### src/rtl/reg_dump_ctrl.sv
// reg_dump_ctrl: walks register addresses FIRST_REG..M-1 through one read port and streams
// (address, value) pairs on valid/ready. Optional trailing XOR checksum word: REG_DUMP_CHECKSUM_EN.
module reg_dump_ctrl #(
  parameter int M         = 32,
  parameter int N         = 8,
  parameter int FIRST_REG = 1
) (
  input  logic                 clk,
  input  logic                 n_reset,
  input  logic                 start,
  output logic                 busy,
  output logic                 done,
  output logic [$clog2(M)-1:0] rd_addr,
  input  logic [N-1:0]         rd_data,
  output logic [$clog2(M)-1:0] out_addr,
  output logic [N-1:0]         out_data,
  output logic                 out_valid,
  input  logic                 out_ready,
  output logic                 out_last,
  output logic [2:0]           dbg_state
);
  localparam int AW = $clog2(M);
  localparam logic [AW-1:0] FIRST_ADDR = AW'(FIRST_REG);
  localparam logic [AW-1:0] LAST_ADDR  = AW'(M - 1);

`ifdef REG_DUMP_CHECKSUM_EN
  typedef enum logic [2:0] {
    IDLE = 3'd0, LOAD = 3'd1, SEND = 3'd2, CSUM = 3'd3, DONE = 3'd4
  } state_t;
  logic [N-1:0] acc;
`else
  typedef enum logic [2:0] {
    IDLE = 3'd0, LOAD = 3'd1, SEND = 3'd2, DONE = 3'd4
  } state_t;
`endif

  state_t state;

  assign dbg_state = state;

  // Output handshake: a word transfers on a rising edge where out_valid && out_ready;
  // while out_valid is high and out_ready low, out_addr/out_data/out_last do not change,
  // and out_ready has no effect while out_valid is low.
  always_ff @(posedge clk or negedge n_reset) begin
    if (!n_reset) begin
      state     <= IDLE;
      busy      <= 1'b0;
      done      <= 1'b0;
      rd_addr   <= '0;
      out_addr  <= '0;
      out_data  <= '0;
      out_valid <= 1'b0;
      out_last  <= 1'b0;
`ifdef REG_DUMP_CHECKSUM_EN
      acc       <= '0;
`endif
    end else begin
      done <= 1'b0;
      case (state)
        IDLE: begin
          if (start) begin
            rd_addr <= FIRST_ADDR;
            busy    <= 1'b1;
            state   <= LOAD;
`ifdef REG_DUMP_CHECKSUM_EN
            acc     <= '0;
`endif
          end
        end
        // rd_data is a combinational read of rd_addr, so it is valid in this cycle.
        LOAD: begin
          out_data  <= rd_data;
          out_addr  <= rd_addr;
          out_valid <= 1'b1;
`ifdef REG_DUMP_CHECKSUM_EN
          out_last  <= 1'b0;
`else
          out_last  <= (rd_addr == LAST_ADDR);
`endif
          state     <= SEND;
        end
        SEND: begin
          if (out_ready) begin
`ifdef REG_DUMP_CHECKSUM_EN
            acc <= acc ^ out_data;
`endif
            if (out_addr == LAST_ADDR) begin
`ifdef REG_DUMP_CHECKSUM_EN
              // Checksum word follows back-to-back; out_valid stays high.
              out_data <= acc ^ out_data;
              out_addr <= '0;
              out_last <= 1'b1;
              state    <= CSUM;
`else
              out_valid <= 1'b0;
              done      <= 1'b1;
              state     <= DONE;
`endif
            end else begin
              out_valid <= 1'b0;
              rd_addr   <= rd_addr + 1'b1;
              state     <= LOAD;
            end
          end
        end
`ifdef REG_DUMP_CHECKSUM_EN
        CSUM: begin
          if (out_ready) begin
            out_valid <= 1'b0;
            done      <= 1'b1;
            state     <= DONE;
          end
        end
`endif
        DONE: begin
          busy  <= 1'b0;
          state <= IDLE;
        end
        default: state <= IDLE;
      endcase
    end
  end
endmodule
### config.mk
export PLATFORM = sky130hd
export DESIGN_NAME = reg_dump_ctrl
export DESIGN_NICKNAME = d
export VERILOG_FILES = /design/src/rtl/reg_dump_ctrl.sv
export SDC_FILE = /design/constraint.sdc
export NUM_CORES = 1
export LEC_CHECK = 0
export CORE_MARGIN = 1
export CORE_UTILIZATION = 30
export CTS_BUF_LIST = sky130_fd_sc_hd__clkbuf_4 sky130_fd_sc_hd__clkbuf_8
export CTS_CLUSTER_DIAMETER = 100
export DETAILED_ROUTE_END_ITERATION = 16
export DONT_BUFFER_PORTS = 1
export SLEW_MARGIN = 15
export SYNTH_ARGS = -nofsm -noshare
export SYNTH_HDL_FRONTEND = slang
export SYNTH_SLANG_ARGS = --single-unit
### constraint.sdc
create_clock -name clk -period 1.87 [get_ports clk]
set_input_delay 0.374 -clock clk [delete_from_list [all_inputs] [get_ports clk]]
set_output_delay 0.374 -clock clk [all_outputs]
set_load 0.01 [all_outputs]
==> results of run 1 <==
[cell families after synthesis]
kind of cell / synth area share, %
compound gates: 7.750
fa+ha+maj: 2.460
buf+inv: 0.8602
flops: 61.50
mux: 16.48
simple gates: 10.95
[power breakdown]
part / leakage, uW / switching (uW) / internal (uW)
Sequential: 0.000312 / 217 / 696
Clock: 0.0000184 / 154 / 97.9
Combinational: 0.000181 / 178 / 234
[critical path, cell delays in order, from the launching register on]
cell and delay, ns:
dfrtp_1 0.48, or2_2 0.30, a311o_2 0.39, or2_0 0.25
o31ai_1 0.25
[cells in the final DEF (no fill, tap or decap)]
master / instances
dfrtp_1: 25
mux2_2: 14
o21ai_0: 7
nand2_1: 6
nor2_1: 4
clkbuf_4: 4
buf_4: 3
a21oi_1: 2
ha_1: 2
and3_1: 1
nor3b_1: 1
and4_1: 1
nor3b_2: 1
mux2i_1: 1
or2_2: 1
a311o_2: 1
or3b_2: 1
o21bai_1: 1
inv_1: 1
or2_0: 1
nand3_1: 1
and2_1: 1
o31ai_1: 1
nand2b_1: 1
a21o_1: 1
buf_12: 1
dlygate4sd3_1: 1
[final timing paths]
check,end,depth (start not counted)
setup / recovery,rd_addr[3],4
hold / removal,dbg_state[1],1
setup reg to reg,rd_addr[3],4
hold reg to reg,out_valid,1
max in group asynchronous,out_addr[2],2
min in group asynchronous,dbg_state[1],2
[layout make-up]
type | count | area [sq um]
Sequential cell | 25 | 625.6
Tap cell | 44 | 55.05
Fill cell | 316 | 1978
Timing Repair Buffer | 5 | 52.55
Clock buffer | 4 | 30.03
Inverter | 1 | 3.754
Multi-Input combinational cell | 50 | 382.9
[registers in the layout, summed over array words and instances, names as in the netlist]
signal / flops
busy: 1
dbg_state: 3
done: 1
out_addr: 5
out_data: 8
out_last: 1
out_valid: 1
rd_addr: 5
[routing by layer]
layer / global-route usage (%) / share of wire [%]
met1: 12.74 / 40
met2: 18.05 / 48
met3: 6.277 / 10
met4: 8.970 / 2.1
met5: 0 / 0
[metrics by stage]
stage	hold slack (ns)	cell area, sq um	setup WS (ns)	std cells
floorplan	0.07841	1017	0.2508	77
global placement	0.07902	1090	0.2284	123
finish	0.1287	1150	0.1044	129
detailed placement	0.07894	1090	0.1442	123
global route	0.1031	1150	0.01630	129
CTS	0.1236	1150	0.1030	129
==> metrics.md, run 1 <==
| Metric | Value |
|---|---|
| Total Power | `approximately 1600 uW` |
| CTS tree | `yes` |
| Layout Nets | `100` |
| Clk Latency, worst-skew pair | `about 0.32 ns` |
| Syn Inst Count | `77` |
| Post-DP HPWL | `between 1 and 1.5 mm` |
| Via count | `645` |
| Final setup fails | `0` |
| PortBufs | `0` |
| CTS root buf | `clkbuf_4` |
| Hold Startpoint | `out_ready` |
| Leak pwr | `0.0005115 uW` |
| Average wire per standard cell | `roughly 15 microns` |
| Post-synthesis sequential area ratio | `between 60% and 70%` |
| Post-CTS setup buffer count | `0` |
| Kind of critical path | `reg2reg` |
| Drt via density | `~5` |
| Core ar. | `3128 sq um` |
| Max Slew Vio Count | `0` |
| Mean Syn Cell Area | `roughly 13 sq um` |
| Critical Path AT | `2.00 ns` |
| Iter 0 DRT Violations | `38` |
| Period utilization | `94.42%` |
| PD cells | `~1400 nW/um^2` |
| Antenna fix cells | `0` |
| Setup TNS Final | `0 ns` |
| Top cells by area, synth | `dfrtp_1 (62%), mux2_2 (15%), o21ai_0 (3.4%)` |
| # DRC | `0` |
| CTS Buffer Depth | `2` |
| Status | `finished clean` |
| GPL Wtd Cong | `~0.73` |
| Worst Max-Slew Pin Slew | `about 0.43 ns` |
| Most frequent cell after synthesis | `dfrtp_1` |
| # H-tree levels | `1` |
| F_max | `between 500 and 600 MHz` |
| Final critical-path required period | `between 1.5 and 2 ns` |
| Max-cap violation count | `0` |
| Clock buffer count from CTS | `3` |
| Post_cts resized | `0` |
| Worst Setup End Kind | `register` |
| Worst EP required | `2.10 ns` |
| Unique masters post-synth | `24` |
| Worst r2r src | `dbg_state[0]` |
| CP max FO | `10` |
| Clk sinks | `25` |
| Synth Net Count | `91` |
| Share of cells above drive strength 1 | `~31%` |
| Yosys warnings | `0` |
| Crit path launch | `dbg_state[0]` |
| Post-Syn Area | `1017 sq um` |
| Vias in the first global route | `657` |
| Area grow syn2layout | `13.04%` |
| Post-synth EDFFs | `0` |
| First-pass GRT wire length | `between 3 and 4 mm` |
| Layout Utilization | `a little under two fifths` |
| Crit path launch type | `register` |
| VDD IR max | `0.3189 mV` |
| Die area | `roughly 3600 sq um` |
| Top-area cell type share of the netlist area | `roughly three fifths` |
| WL final | `between 1.5 and 2 mm` |
| Skew final | `between 0.005 and 0.006 ns` |
| Hold WC Path Type | `in2reg` |
| Initial Util | `roughly a third` |
| Die height | `~60 microns` |
| Total gr overflow | `0` |
| Slew headroom | `71.54%` |
| Die width | `60.23 microns` |
| Num rows | `20` |
| Pin count of the biggest net entering global routing | `26` |
| Flop-to-flop setup slack | `0.10 ns` |
| RSZ-0062 raised after global routing | `no` |
| Post-DRT Antenna Nets | `0` |
| # hold bufs at CTS | `2` |
| Top cells by count, synth | `dfrtp_1 (25), mux2_2 (14), o21ai_0 (7), nand2_1 (6), nor2_1 (4)` |
| Initial antenna violation count | `0` |
| Gr usage total | `between 10 and 15%` |
| Fin. Hold Viols | `0` |
| Clock slew seen by the registers of the worst setup and hold paths | `around 0.13 ns` |
| Main synth FF type | `dfrtp_1` |
| Area leader, netlist | `dfrtp_1` |
| FF+latch count, synth | `25` |
| DRT Pass-1 Iters | `3` |
| Post-synth ARST share | `between 90% and 100%` |
| # IOs | `37` |
No activity file was read; power rests on OpenSTA's default activity.
==> inputs of run 2 (changes only) <==
CORE_MARGIN = 3   (was 1)
==> metrics.md, run 2 (synthesis results as in run 1) <==
| Metric | Value |
|---|---|
| CTS Buffer Depth | `2` |
| Hold WC Path Type | `in2reg` |
| Fin. Hold Viols | `0` |
| Top Registers | `out_data: 8 flops, out_addr: 5 flops, rd_addr: 5 flops` |
| Via count | `about 620` |
| First-pass GRT wire length | `~3.2 mm` |
| Die area | `roughly 4100 sq um` |
| Final critical-path required period | `around 1.7 ns` |
| Post-CTS setup buffer count | `0` |
| Worst r2r src | `dbg_state[2]` |
| Iter 0 DRT Violations | `20` |
| Combinational Power Share | `about a quarter` |
| Average wire per standard cell | `15.28 microns` |
| Setup TNS Final | `0 ns` |
| Most common cell after layout, fill and taps aside | `dfrtp_1` |
| Gr usage total | `a little over 10%` |
| Critical-path cell list | `or2_2 > a311o_2 > or2_0 > o31ai_1` |
| WHS Endpoint | `dbg_state[1]` |
| Die width | `roughly 64 microns` |
| Layout Utilization | `a little over a third` |
| Most flop-heavy register | `out_data` |
| Initial Util | `around 32%` |
| Worst Max-Slew Pin Slew | `just over 0.5 ns` |
| Fill count | `about 310` |
| Max Slew Vio Count | `0` |
| Most frequent cells in the layout | `dfrtp_1 (25), mux2_2 (14), o21ai_0 (7), nand2_1 (6), nor2_1 (4)` |
| Post-DRT Antenna Nets | `0` |
| Skew final | `approximately 0.0026 ns` |
| Clk sinks | `25` |
| # DRC | `0` |
| VDD IR max | `0.2565 mV` |
| Drt via density | `between 4 and 5` |
| # H-tree levels | `1` |
| F_max | `~570 MHz` |
| Clock share of power | `14.9%` |
| Share of cells above drive strength 1 | `roughly 30%` |
| Period utilization | `93.06%` |
| Critical path's slowest cell | `dfrtp_1` |
| CP max FO | `10` |
| Clock buffer count from CTS | `3` |
| Hold Path Stages | `1` |
| Hold Startpoint | `out_ready` |
| Status | `finished clean` |
| Psw | `around 550 uW` |
| DRT Pass-1 Iters | `4` |
| Core ar. | `~3200 sq um` |
| Antenna fix cells | `0` |
| Max reg flops | `8` |
| CTS root buf | `clkbuf_4` |
| Initial antenna violation count | `0` |
| Total gr overflow | `0` |
| GPL Wtd Cong | `approximately 0.71` |
| Num rows | `20` |
| Flop-to-flop setup slack | `approximately 0.13 ns` |
| WL final | `around 2.0 mm` |
| Area grow syn2layout | `12.05%` |
| Reg-to-reg endpoint | `rd_addr[3]` |
| Max-cap violation count | `0` |
| Final setup fails | `0` |
| Pin count of the biggest net entering global routing | `26` |
| Int Pwr | `approximately 1000 uW` |
| RSZ-0062 raised after global routing | `no` |
| Worst R2R Path Depth | `4` |
| Vias in the first global route | `646` |
| PD cells | `1364 nW/um^2` |
| Kind of critical path | `reg2reg` |
| Die height | `64.23 microns` |
| Layout Nets | `99` |
| Worst Setup End Kind | `register` |
| Placed cell area | `1082 sq um` |
| Clk Latency, worst-skew pair | `0.31 ns` |
| Post-DP HPWL | `approximately 1.5 mm` |
| Delay-heaviest family, CP | `compound AO/OA/AOI/OAI gates` |
| Worst EP required | `approximately 2.1 ns` |
| PortBufs | `0` |
| Max incr delay on CP | `between 0.4 and 0.5 ns` |
| CTS tree | `yes` |
| Post_cts resized | `0` |
| Slew headroom | `roughly two thirds` |
| Flop pwr share | `around 59%` |
| Buf/Inv on CP | `0` |
| Leak pwr | `0.0005053 uW` |
| # IOs | `37` |
| Sw frac | `a little over a third` |
| Critical Path AT | `around 2.0 ns` |
| Clock slew seen by the registers of the worst setup and hold paths | `roughly 0.13 ns` |
| Final Instance Area | `around 1100 sq um` |
| Crit path launch type | `register` |
## run 2: how the worst max path moves through the flow
stage               slack (ns)         end  cells after the start          from
detailed placement        0.13  rd_addr[3]                      4  dbg_state[2]
finish                    0.13  rd_addr[3]                      4  dbg_state[2]
floorplan                 0.25  rd_addr[3]                      4  dbg_state[2]
global placement          0.20  rd_addr[3]                      4  dbg_state[2]
CTS                       0.12  rd_addr[3]                      4  dbg_state[2]
global route              0.06  rd_addr[3]                      4  dbg_state[2]
## run 2: layer usage
metal  GRT usage, %  vias up  wire, microns
met4          5.541        0             30
met3          2.988        2            164
met5              0        -              0
li1               -      285              -
met2          16.00       23            924
met1          12.89      313            835
## run 2: through the flow
stage	cells	setup WS [ns]	power [uW]	hold WS [ns]
floorplan	77	0.2508	1206	0.07841
global placement	122	0.1999	1310	0.07894
detailed placement	122	0.1261	1333	0.07898
CTS	128	0.1248	1590	0.1258
global route	128	0.06011	1669	0.1145
finish	128	0.1297	1555	0.1401
## run 2: area by class of cell
class                      count  area (sq um)  share of cell area [%]
sequential                    25         625.6                   54.88
multi-input combinational     50         382.9                   33.59
tap                           44         55.05                   4.830
timing repair buffer           4         45.04                   3.952
clock buffer                   3         22.52                   1.976
clock inverter                 1         5.005                  0.4391
inverter                       1         3.754                  0.3293
## run 2: timing repair
item,4_1_cts,5_1_grt
hold buffers,2,0
endpoints found under the hold margin,25,0
setup endpoints to repair,0,0
## run 2: power groups by stage
stage	Combinational, uW	Clock (uW)	Sequential, uW
5_1_grt	452	276	941
2_1_floorplan	323	0	883
6_report	410	231	913
4_1_cts	418	250	922
3_5_place_dp	399	0	934
3_3_place_gp	384	0	925
